--- src/rtl/ipf_lcu_feeder_pkg.sv ---
// Shared definitions for the LCU feeder: frame geometry, size codes,
// parameter-word layout and FSM states.
package ipf_pkg;
    localparam int IMG_W    = 128;
    localparam int ADDR_W   = 14;
    localparam int PARAM_AW = 6;
    localparam int PIX_W    = 8;
    localparam int PQ_W     = 24;

    localparam int PQ_TYPE_LSB = 22;
    localparam int PQ_TYPE_W   = 2;
    localparam int PQ_BAND_LSB = 17;
    localparam int PQ_BAND_W   = 5;
    localparam int PQ_WO_BIT   = 16;
    localparam int PQ_OFF_LSB  = 0;
    localparam int PQ_OFF_W    = 16;

    typedef enum logic [1:0] {
        LCU16 = 2'b00,
        LCU32 = 2'b01,
        LCU64 = 2'b10
    } lcu_size_e;

    typedef enum logic [2:0] {
        S_IDLE   = 3'd0,
        S_PFETCH = 3'd1,
        S_PLOAD  = 3'd2,
        S_STREAM = 3'd3,
        S_DRAIN  = 3'd4,
        S_DONE   = 3'd5
    } state_e;

    // Code 11 has no LCU of its own and runs as 64x64.
    function automatic lcu_size_e size_norm(input logic [1:0] code);
        case (code)
            2'b00:   return LCU16;
            2'b01:   return LCU32;
            default: return LCU64;
        endcase
    endfunction

    function automatic logic [5:0] s_max(input lcu_size_e sz);
        case (sz)
            LCU16:   return 6'd15;
            LCU32:   return 6'd31;
            default: return 6'd63;
        endcase
    endfunction

    function automatic logic [2:0] n_max(input lcu_size_e sz);
        case (sz)
            LCU16:   return 3'd7;
            LCU32:   return 3'd3;
            default: return 3'd1;
        endcase
    endfunction
endpackage

--- src/rtl/ipf_lcu_feeder_if.sv ---
// Feeder bus: image/parameter SRAM read ports, control and the filter input port.
interface ipf_lcu_feeder_if;
    import ipf_pkg::*;

    logic                start;
    logic [1:0]          cfg_lcu_size;
    logic                img_rd;
    logic [ADDR_W-1:0]   img_addr;
    logic [PIX_W-1:0]    img_q;
    logic                param_rd;
    logic [PARAM_AW-1:0] param_addr;
    logic [PQ_W-1:0]     param_q;
    logic                busy;
    logic                in_en;
    logic [PIX_W-1:0]    din;
    logic [1:0]          ipf_type;
    logic [4:0]          ipf_band_pos;
    logic                ipf_wo_class;
    logic [15:0]         ipf_offset;
    logic [2:0]          lcu_x;
    logic [2:0]          lcu_y;
    logic [1:0]          lcu_size;
    logic                done;

    modport master (
        input  start, cfg_lcu_size, img_q, param_q, busy,
        output img_rd, img_addr, param_rd, param_addr, in_en, din,
               ipf_type, ipf_band_pos, ipf_wo_class, ipf_offset,
               lcu_x, lcu_y, lcu_size, done
    );

    modport slave (
        output start, cfg_lcu_size, img_q, param_q, busy,
        input  img_rd, img_addr, param_rd, param_addr, in_en, din,
               ipf_type, ipf_band_pos, ipf_wo_class, ipf_offset,
               lcu_x, lcu_y, lcu_size, done
    );
endinterface

--- src/rtl/ipf_lcu_feeder_addr_gen.sv ---
// Pixel/LCU position counters with wrap detection; forms the image SRAM
// address and the parameter index of the following LCU by concatenation.
module ipf_lcu_addr_gen
    import ipf_pkg::*;
(
    input  logic                clk,
    input  logic                reset,
    input  lcu_size_e           size,
    input  logic                clr,
    input  logic                adv,
    output logic [2:0]          lcu_x,
    output logic [2:0]          lcu_y,
    output logic                end_lcu,
    output logic                end_frame,
    output logic [ADDR_W-1:0]   pix_addr,
    output logic [PARAM_AW-1:0] nxt_idx
);
    localparam int COL_W = $clog2(IMG_W);

    logic [5:0]       col_r;
    logic [5:0]       row_r;
    logic [2:0]       x_r;
    logic [2:0]       y_r;
    logic             end_row_s;
    logic             last_x_s;
    logic [2:0]       nx_s;
    logic [2:0]       ny_s;
    logic [COL_W-1:0] row_abs_s;
    logic [COL_W-1:0] col_abs_s;

    assign end_row_s = (col_r == s_max(size));
    assign end_lcu   = end_row_s && (row_r == s_max(size));
    assign last_x_s  = (x_r == n_max(size));
    assign end_frame = end_lcu && last_x_s && (y_r == n_max(size));
    assign nx_s      = last_x_s ? 3'd0 : (x_r + 3'd1);
    assign ny_s      = last_x_s ? (y_r + 3'd1) : y_r;
    assign lcu_x     = x_r;
    assign lcu_y     = y_r;
    assign pix_addr  = {row_abs_s, col_abs_s};

    // LCU index bits sit above the in-LCU offset bits, so positions are pure concatenations.
    always_comb begin
        row_abs_s = '0;
        col_abs_s = '0;
        nxt_idx   = '0;
        case (size)
            LCU16: begin
                row_abs_s = {y_r, row_r[3:0]};
                col_abs_s = {x_r, col_r[3:0]};
                nxt_idx   = {ny_s, nx_s};
            end
            LCU32: begin
                row_abs_s = {y_r[1:0], row_r[4:0]};
                col_abs_s = {x_r[1:0], col_r[4:0]};
                nxt_idx   = {2'b00, ny_s[1:0], nx_s[1:0]};
            end
            default: begin
                row_abs_s = {y_r[0], row_r[5:0]};
                col_abs_s = {x_r[0], col_r[5:0]};
                nxt_idx   = {4'b0000, ny_s[0], nx_s[0]};
            end
        endcase
    end

    // Raster walk: col, then row, then LCU column, then LCU row.
    always_ff @(posedge clk or posedge reset) begin
        if (reset) begin
            col_r <= 6'd0;
            row_r <= 6'd0;
            x_r   <= 3'd0;
            y_r   <= 3'd0;
        end else if (clr || (adv && end_frame)) begin
            col_r <= 6'd0;
            row_r <= 6'd0;
            x_r   <= 3'd0;
            y_r   <= 3'd0;
        end else if (adv) begin
            if (end_lcu) begin
                col_r <= 6'd0;
                row_r <= 6'd0;
                x_r   <= nx_s;
                y_r   <= ny_s;
            end else if (end_row_s) begin
                col_r <= 6'd0;
                row_r <= row_r + 6'd1;
            end else begin
                col_r <= col_r + 6'd1;
            end
        end
    end
endmodule

--- src/rtl/ipf_lcu_feeder.sv ---
// Frame feeder: fetches each LCU's parameters, then streams its pixels
// row-major into the filter, stalling read issue on busy.
module ipf_lcu_feeder
    import ipf_pkg::*;
(
    input  logic             clk,
    input  logic             reset,
    ipf_lcu_feeder_if.master bus
);
    state_e              state_r;
    lcu_size_e           size_r;
    logic                img_rd_r;
    logic [ADDR_W-1:0]   img_addr_r;
    logic                param_rd_r;
    logic [PARAM_AW-1:0] param_addr_r;
    logic                in_en_r;
    logic [PIX_W-1:0]    din_last_r;
    logic [1:0]          type_r;
    logic [4:0]          band_r;
    logic                wo_r;
    logic [15:0]         off_r;
    logic [2:0]          lcux_r;
    logic [2:0]          lcuy_r;
    logic                done_r;
    logic                pq_live_r;
    logic [PQ_W-1:0]     param_hold_r;

    logic                clr_s;
    logic                adv_s;
    logic [PQ_W-1:0]     pword_s;
    logic [2:0]          ag_x_s;
    logic [2:0]          ag_y_s;
    logic                end_lcu_s;
    logic                end_frame_s;
    logic [ADDR_W-1:0]   pix_addr_s;
    logic [PARAM_AW-1:0] nxt_idx_s;

    ipf_lcu_addr_gen u_addr_gen (
        .clk       (clk),
        .reset     (reset),
        .size      (size_r),
        .clr       (clr_s),
        .adv       (adv_s),
        .lcu_x     (ag_x_s),
        .lcu_y     (ag_y_s),
        .end_lcu   (end_lcu_s),
        .end_frame (end_frame_s),
        .pix_addr  (pix_addr_s),
        .nxt_idx   (nxt_idx_s)
    );

    // Counter control; param_q is only live the cycle after PFETCH, later PLOAD cycles use the held copy.
    always_comb begin
        clr_s   = 1'b0;
        adv_s   = 1'b0;
        pword_s = param_hold_r;
        if (state_r == S_IDLE) begin
            clr_s = bus.start;
        end else begin
            clr_s = 1'b0;
        end
        if (((state_r == S_PLOAD) || (state_r == S_STREAM)) && !bus.busy) begin
            adv_s = 1'b1;
        end else begin
            adv_s = 1'b0;
        end
        if (pq_live_r) begin
            pword_s = bus.param_q;
        end else begin
            pword_s = param_hold_r;
        end
    end

    // Frame sequencing FSM with all outputs registered.
    always_ff @(posedge clk or posedge reset) begin
        if (reset) begin
            state_r      <= S_IDLE;
            size_r       <= LCU16;
            img_rd_r     <= 1'b0;
            img_addr_r   <= '0;
            param_rd_r   <= 1'b0;
            param_addr_r <= '0;
            in_en_r      <= 1'b0;
            din_last_r   <= '0;
            type_r       <= 2'd0;
            band_r       <= 5'd0;
            wo_r         <= 1'b0;
            off_r        <= 16'd0;
            lcux_r       <= 3'd0;
            lcuy_r       <= 3'd0;
            done_r       <= 1'b0;
            pq_live_r    <= 1'b0;
            param_hold_r <= '0;
        end else begin
            in_en_r    <= img_rd_r;
            img_rd_r   <= 1'b0;
            param_rd_r <= 1'b0;
            done_r     <= 1'b0;
            pq_live_r  <= 1'b0;
            if (in_en_r) begin
                din_last_r <= bus.img_q;
            end
            case (state_r)
                S_IDLE: begin
                    if (bus.start) begin
                        size_r       <= size_norm(bus.cfg_lcu_size);
                        param_rd_r   <= 1'b1;
                        param_addr_r <= '0;
                        state_r      <= S_PFETCH;
                    end
                end
                S_PFETCH: begin
                    pq_live_r <= 1'b1;
                    state_r   <= S_PLOAD;
                end
                S_PLOAD: begin
                    param_hold_r <= pword_s;
                    if (!bus.busy) begin
                        type_r     <= pword_s[PQ_TYPE_LSB +: PQ_TYPE_W];
                        band_r     <= pword_s[PQ_BAND_LSB +: PQ_BAND_W];
                        wo_r       <= pword_s[PQ_WO_BIT];
                        off_r      <= pword_s[PQ_OFF_LSB +: PQ_OFF_W];
                        lcux_r     <= ag_x_s;
                        lcuy_r     <= ag_y_s;
                        img_rd_r   <= 1'b1;
                        img_addr_r <= pix_addr_s;
                        state_r    <= S_STREAM;
                    end
                end
                S_STREAM: begin
                    if (!bus.busy) begin
                        img_rd_r   <= 1'b1;
                        img_addr_r <= pix_addr_s;
                        if (end_frame_s) begin
                            state_r <= S_DRAIN;
                        end else if (end_lcu_s) begin
                            param_rd_r   <= 1'b1;
                            param_addr_r <= nxt_idx_s;
                            state_r      <= S_PFETCH;
                        end
                    end
                end
                S_DRAIN: begin
                    // Final read is out on the bus this cycle; done lands as its pixel is delivered.
                    if (!img_rd_r) begin
                        done_r  <= 1'b1;
                        state_r <= S_DONE;
                    end
                end
                S_DONE: begin
                    state_r <= S_IDLE;
                end
                default: begin
                    state_r <= S_IDLE;
                end
            endcase
        end
    end

    assign bus.img_rd       = img_rd_r;
    assign bus.img_addr     = img_addr_r;
    assign bus.param_rd     = param_rd_r;
    assign bus.param_addr   = param_addr_r;
    assign bus.in_en        = in_en_r;
    assign bus.din          = in_en_r ? bus.img_q : din_last_r;
    assign bus.ipf_type     = type_r;
    assign bus.ipf_band_pos = band_r;
    assign bus.ipf_wo_class = wo_r;
    assign bus.ipf_offset   = off_r;
    assign bus.lcu_x        = lcux_r;
    assign bus.lcu_y        = lcuy_r;
    assign bus.lcu_size     = size_r;
    assign bus.done         = done_r;
endmodule

--- src/flat_wrapper.sv ---
// flat-port wrapper written by rule: the top's interface ports become plain ports
module ipf_lcu_feeder_flat import ipf_pkg::*;
  (clk, reset, bus_start, bus_cfg_lcu_size, bus_img_q, bus_param_q, bus_busy, bus_img_rd, bus_img_addr, bus_param_rd, bus_param_addr, bus_in_en, bus_din, bus_ipf_type, bus_ipf_band_pos, bus_ipf_wo_class, bus_ipf_offset, bus_lcu_x, bus_lcu_y, bus_lcu_size, bus_done);
  ipf_lcu_feeder_if bus_i ();
  input  logic clk;
  input  logic reset;
  input wire logic [$bits(bus_i.start)-1:0] bus_start;
  input wire logic [$bits(bus_i.cfg_lcu_size)-1:0] bus_cfg_lcu_size;
  input wire logic [$bits(bus_i.img_q)-1:0] bus_img_q;
  input wire logic [$bits(bus_i.param_q)-1:0] bus_param_q;
  input wire logic [$bits(bus_i.busy)-1:0] bus_busy;
  output wire logic [$bits(bus_i.img_rd)-1:0] bus_img_rd;
  output wire logic [$bits(bus_i.img_addr)-1:0] bus_img_addr;
  output wire logic [$bits(bus_i.param_rd)-1:0] bus_param_rd;
  output wire logic [$bits(bus_i.param_addr)-1:0] bus_param_addr;
  output wire logic [$bits(bus_i.in_en)-1:0] bus_in_en;
  output wire logic [$bits(bus_i.din)-1:0] bus_din;
  output wire logic [$bits(bus_i.ipf_type)-1:0] bus_ipf_type;
  output wire logic [$bits(bus_i.ipf_band_pos)-1:0] bus_ipf_band_pos;
  output wire logic [$bits(bus_i.ipf_wo_class)-1:0] bus_ipf_wo_class;
  output wire logic [$bits(bus_i.ipf_offset)-1:0] bus_ipf_offset;
  output wire logic [$bits(bus_i.lcu_x)-1:0] bus_lcu_x;
  output wire logic [$bits(bus_i.lcu_y)-1:0] bus_lcu_y;
  output wire logic [$bits(bus_i.lcu_size)-1:0] bus_lcu_size;
  output wire logic [$bits(bus_i.done)-1:0] bus_done;
  assign bus_i.start = bus_start;
  assign bus_i.cfg_lcu_size = bus_cfg_lcu_size;
  assign bus_i.img_q = bus_img_q;
  assign bus_i.param_q = bus_param_q;
  assign bus_i.busy = bus_busy;
  assign bus_img_rd = bus_i.img_rd;
  assign bus_img_addr = bus_i.img_addr;
  assign bus_param_rd = bus_i.param_rd;
  assign bus_param_addr = bus_i.param_addr;
  assign bus_in_en = bus_i.in_en;
  assign bus_din = bus_i.din;
  assign bus_ipf_type = bus_i.ipf_type;
  assign bus_ipf_band_pos = bus_i.ipf_band_pos;
  assign bus_ipf_wo_class = bus_i.ipf_wo_class;
  assign bus_ipf_offset = bus_i.ipf_offset;
  assign bus_lcu_x = bus_i.lcu_x;
  assign bus_lcu_y = bus_i.lcu_y;
  assign bus_lcu_size = bus_i.lcu_size;
  assign bus_done = bus_i.done;
  ipf_lcu_feeder u_core (.clk(clk), .reset(reset), .bus(bus_i));
endmodule
--- config.mk ---
export PLATFORM = sky130hd
export DESIGN_NAME = ipf_lcu_feeder_flat
export DESIGN_NICKNAME = d
export VERILOG_FILES = /design/src/rtl/ipf_lcu_feeder_pkg.sv /design/src/rtl/ipf_lcu_feeder_if.sv /design/src/rtl/ipf_lcu_feeder_addr_gen.sv /design/src/rtl/ipf_lcu_feeder.sv /design/src/flat_wrapper.sv
export SDC_FILE = /design/constraint.sdc
export NUM_CORES = 1
export LEC_CHECK = 0
export CORE_MARGIN = 4
export CORE_UTILIZATION = 45
export CTS_BUF_LIST = sky130_fd_sc_hd__clkbuf_16
export DETAILED_ROUTE_END_ITERATION = 7
export PLACE_DENSITY = 0.83
export SLEW_MARGIN = 5
export SYNTH_ARGS = -nofsm -noshare
export SYNTH_HDL_FRONTEND = slang
export SYNTH_SLANG_ARGS = --single-unit
--- constraint.sdc ---
create_clock -name clk -period 4 [get_ports clk]
set_clock_uncertainty 0.1 [all_clocks]
set_input_delay 0.6 -clock clk [delete_from_list [all_inputs] [get_ports clk]]
set_output_delay 0.6 -clock clk [all_outputs]
set_load 0.005 [all_outputs]
==> metrics.txt <==
status finished, final reports clean; # IOs 102; Compound-Gate Fraction of Synth Area 0.0886; crit start category flip-flop; drt first pass iters 4; WS Path Type flip-flop to flip-flop; Util after Layout 0.590; dpl ws between 800 and 900 ps; Adder-Cell Fraction of Synth Area 0.0152; Met2 Routed Length around 5.5 mm; top cells by count, synth dfrtp_1, nand2_1, nor2_1; Slew @ Worst Pin between 600 and 700 ps; total chip power around 2.4 mW; Fmax ~0.31 GHz; Most used DFF post-synth dfrtp_1; final worst slack 810 ps; ANT nets after route 0; clock tree root driver cell clkbuf_16; Initial Util 0.458; Power Density around 380 nW/µm²; die height 113 µm; first-pass GRT wire length between 15 and 20 mm; Max-cap violations 0; Slew Viols, Final 0; # setup viols final 0; antenna cells 0; DRT Wirelength around 11 mm; number of CTS-inserted buffers 9; Fin. Hold Viols 0; reg2reg start u_core.bus.lcu_size[1]; synth-to-layout area growth 28.9%; setup_tns 0 ps; Rows 38; Metal-1 WL ~5 mm; most frequent cell after synthesis dfrtp_1; post-synthesis mux area share 0.152; Remaining Overflow, GRT 0; routed length per placed instance between 15 and 20 µm; post-DP HPWL roughly 8.1 mm; Remaining DRCs 0; # H-tree levels 3; Leak about 2.8 nW; xor/xnor share of the synthesized area 0.0195; hold wc startpoint u_core.bus.img_rd; met3 wire length between 600 and 700 µm; CP Capture Type flip-flop; post-layout min period between 3000 and 4000 ps; largest family of logic cells by synthesized area multiplexers; vias ~3700; Synth Cell Area 4940 µm²; fin crit share 0.797; Worst Path Required just over 4000 ps; Synth area leaders dfrtp_1, mux2_2, mux2i_1, a21oi_1, nand2_1; crit-path max FO 21; # clock sinks 110; core area 10800 µm²; IO Port Bufs 101; All-Layer GR Usage 0.184; Seq cells post-synth 110; die area between 10000 and 15000 µm²; syn avg cell area roughly 11 µm²; Synth warnings 0; post-synth top area cell dfrtp_1; vias in the first global route 3831; clock latency on the worst-skew pair 340 ps; worst vdd rail ir drop between 0.3 and 0.4 mV; area share of the largest cell type after synthesis 0.557; max layer used met4; Post-Synth Simple-Gate Area 0.141; CTS Buffer Depth 2; Syn Inst Count 450; Die Width between 100 and 150 µm; Post-CTS Resized 0; Seq/Total Area, Yosys 0.557; syn nets around 490; share of post-route cells with drive strength above 1 0.135; CTS Hold Bufs 0; Clock Pin Slew Worst Setup and Hold Paths approximately 70 ps; setup bufs post-CTS 0; CP startpoint u_core.bus.lcu_size[1]; largest net degree at the start of global routing just under 60; routed vias/inst ~5.4; initial antenna violation count 0; Tightest Hold Check Type flip-flop to flip-flop; final net count between 500 and 600; DRT iter0 DRCs 225; RePlAce Congestion between 0.8 and 0.9; number of synthesized flops with an enable pin 0; fill count approximately 870; CTS tree built; unrepaired setup endpoints after global routing no; worst path arrival time around 3300 ps; post-synthesis async set-or-reset flop share 1.00; distinct cell type count after synthesis 48; Worst slew margin 0.539
[final timing paths]
| path | endpoint | slack, ps | cells past startpoint |
|---|---|---|---|
| max | u_core.bus.param_addr[1] | 810 | 8 |
| min | u_core.bus.in_en | 330 | 0 |
| max reg2reg | u_core.bus.param_addr[1] | 810 | 8 |
| min reg2reg | u_core.bus.in_en | 330 | 0 |
| max in group asynchronous | u_core.bus.lcu_x[2] | 2470 | 3 |
| min in group asynchronous | u_core.din_last_r[0] | 600 | 2 |
[per-stage QoR]
stage	hold WS, ps	instances	area (µm²)
2_1_floorplan	288	450	4940
3_3_place_gp	323	671	6090
3_5_place_dp	323	671	6090
4_1_cts	342	687	6370
5_1_grt	354	687	6370
6_report	329	687	6370
[worst max-delay path, stage by stage (launching register included)]
cell	delay, ps
dfrtp_1	640
nor2_1	520
ha_1	330
nand2b_1	200
o41a_1	450
nand4_1	290
and2_1	240
inv_2	50
mux2_2	260
[layout make-up]
| class | instances | area [µm²] | area share |
|---|---|---|---|
| clock inverters | 7 | 57.6 | 0.00903 |
| flip-flops and latches | 110 | 2750 | 0.432 |
| well taps | 140 | 175 | 0.0275 |
| inverters | 4 | 17.5 | 0.00275 |
| clock buffers | 9 | 225 | 0.0353 |
| multi-input cells | 309 | 2070 | 0.325 |
| repair buffers | 108 | 1080 | 0.169 |
[per-layer routing]
metal | up-vias | GRT usage
met2 | 122 | 0.294
li1 | 1742 | -
met3 | 13 | 0.0364
met5 | - | 0
met1 | 1859 | 0.252
met4 | 0 | 0.0633
[cell usage in the layout (no fill, tap or decap), types with 6 or more instances in the layout]
| master | count |
|---|---|
| ha_1 | 6 |
| o21ai_0 | 13 |
| a21oi_1 | 43 |
| mux2_2 | 40 |
| nand2b_1 | 7 |
| clkdlybuf4s50_1 | 101 |
| nor2_1 | 44 |
| dfrtp_1 | 110 |
| buf_4 | 6 |
| nand3_1 | 14 |
| nand2_1 | 50 |
| mux2i_1 | 30 |
| clkbuf_16 | 9 |
| or3_1 | 6 |
| xor2_1 | 7 |
[power by group]
part / leakage, nW / switching, mW / internal, mW
sequential: 1.46 / 0.0657 / 1.18
clock: 0.140 / 0.414 / 0.432
combinational: 1.18 / 0.138 / 0.166
total: 2.79 / 0.617 / 1.78
[logic make-up after synthesis]
logic type / count (synthesis)
buf+inv: 31
compound gates: 74
simple gates: 148
fa+ha+maj: 6
mux: 70
flops: 110
xor+xnor: 11
[flip-flops by register name, indices dropped and copies added, names as in the netlist, 5 cells and up]
name	cells
u_core.bus.param_addr	6
u_core.bus.img_addr	14
u_core.bus.ipf_band_pos	5
u_core.param_hold_r	24
u_core.bus.ipf_offset	16
u_core.din_last_r	8
u_core.u_addr_gen.row_r	6
u_core.u_addr_gen.col_r	6
Power figures use the tool's default switching activity.
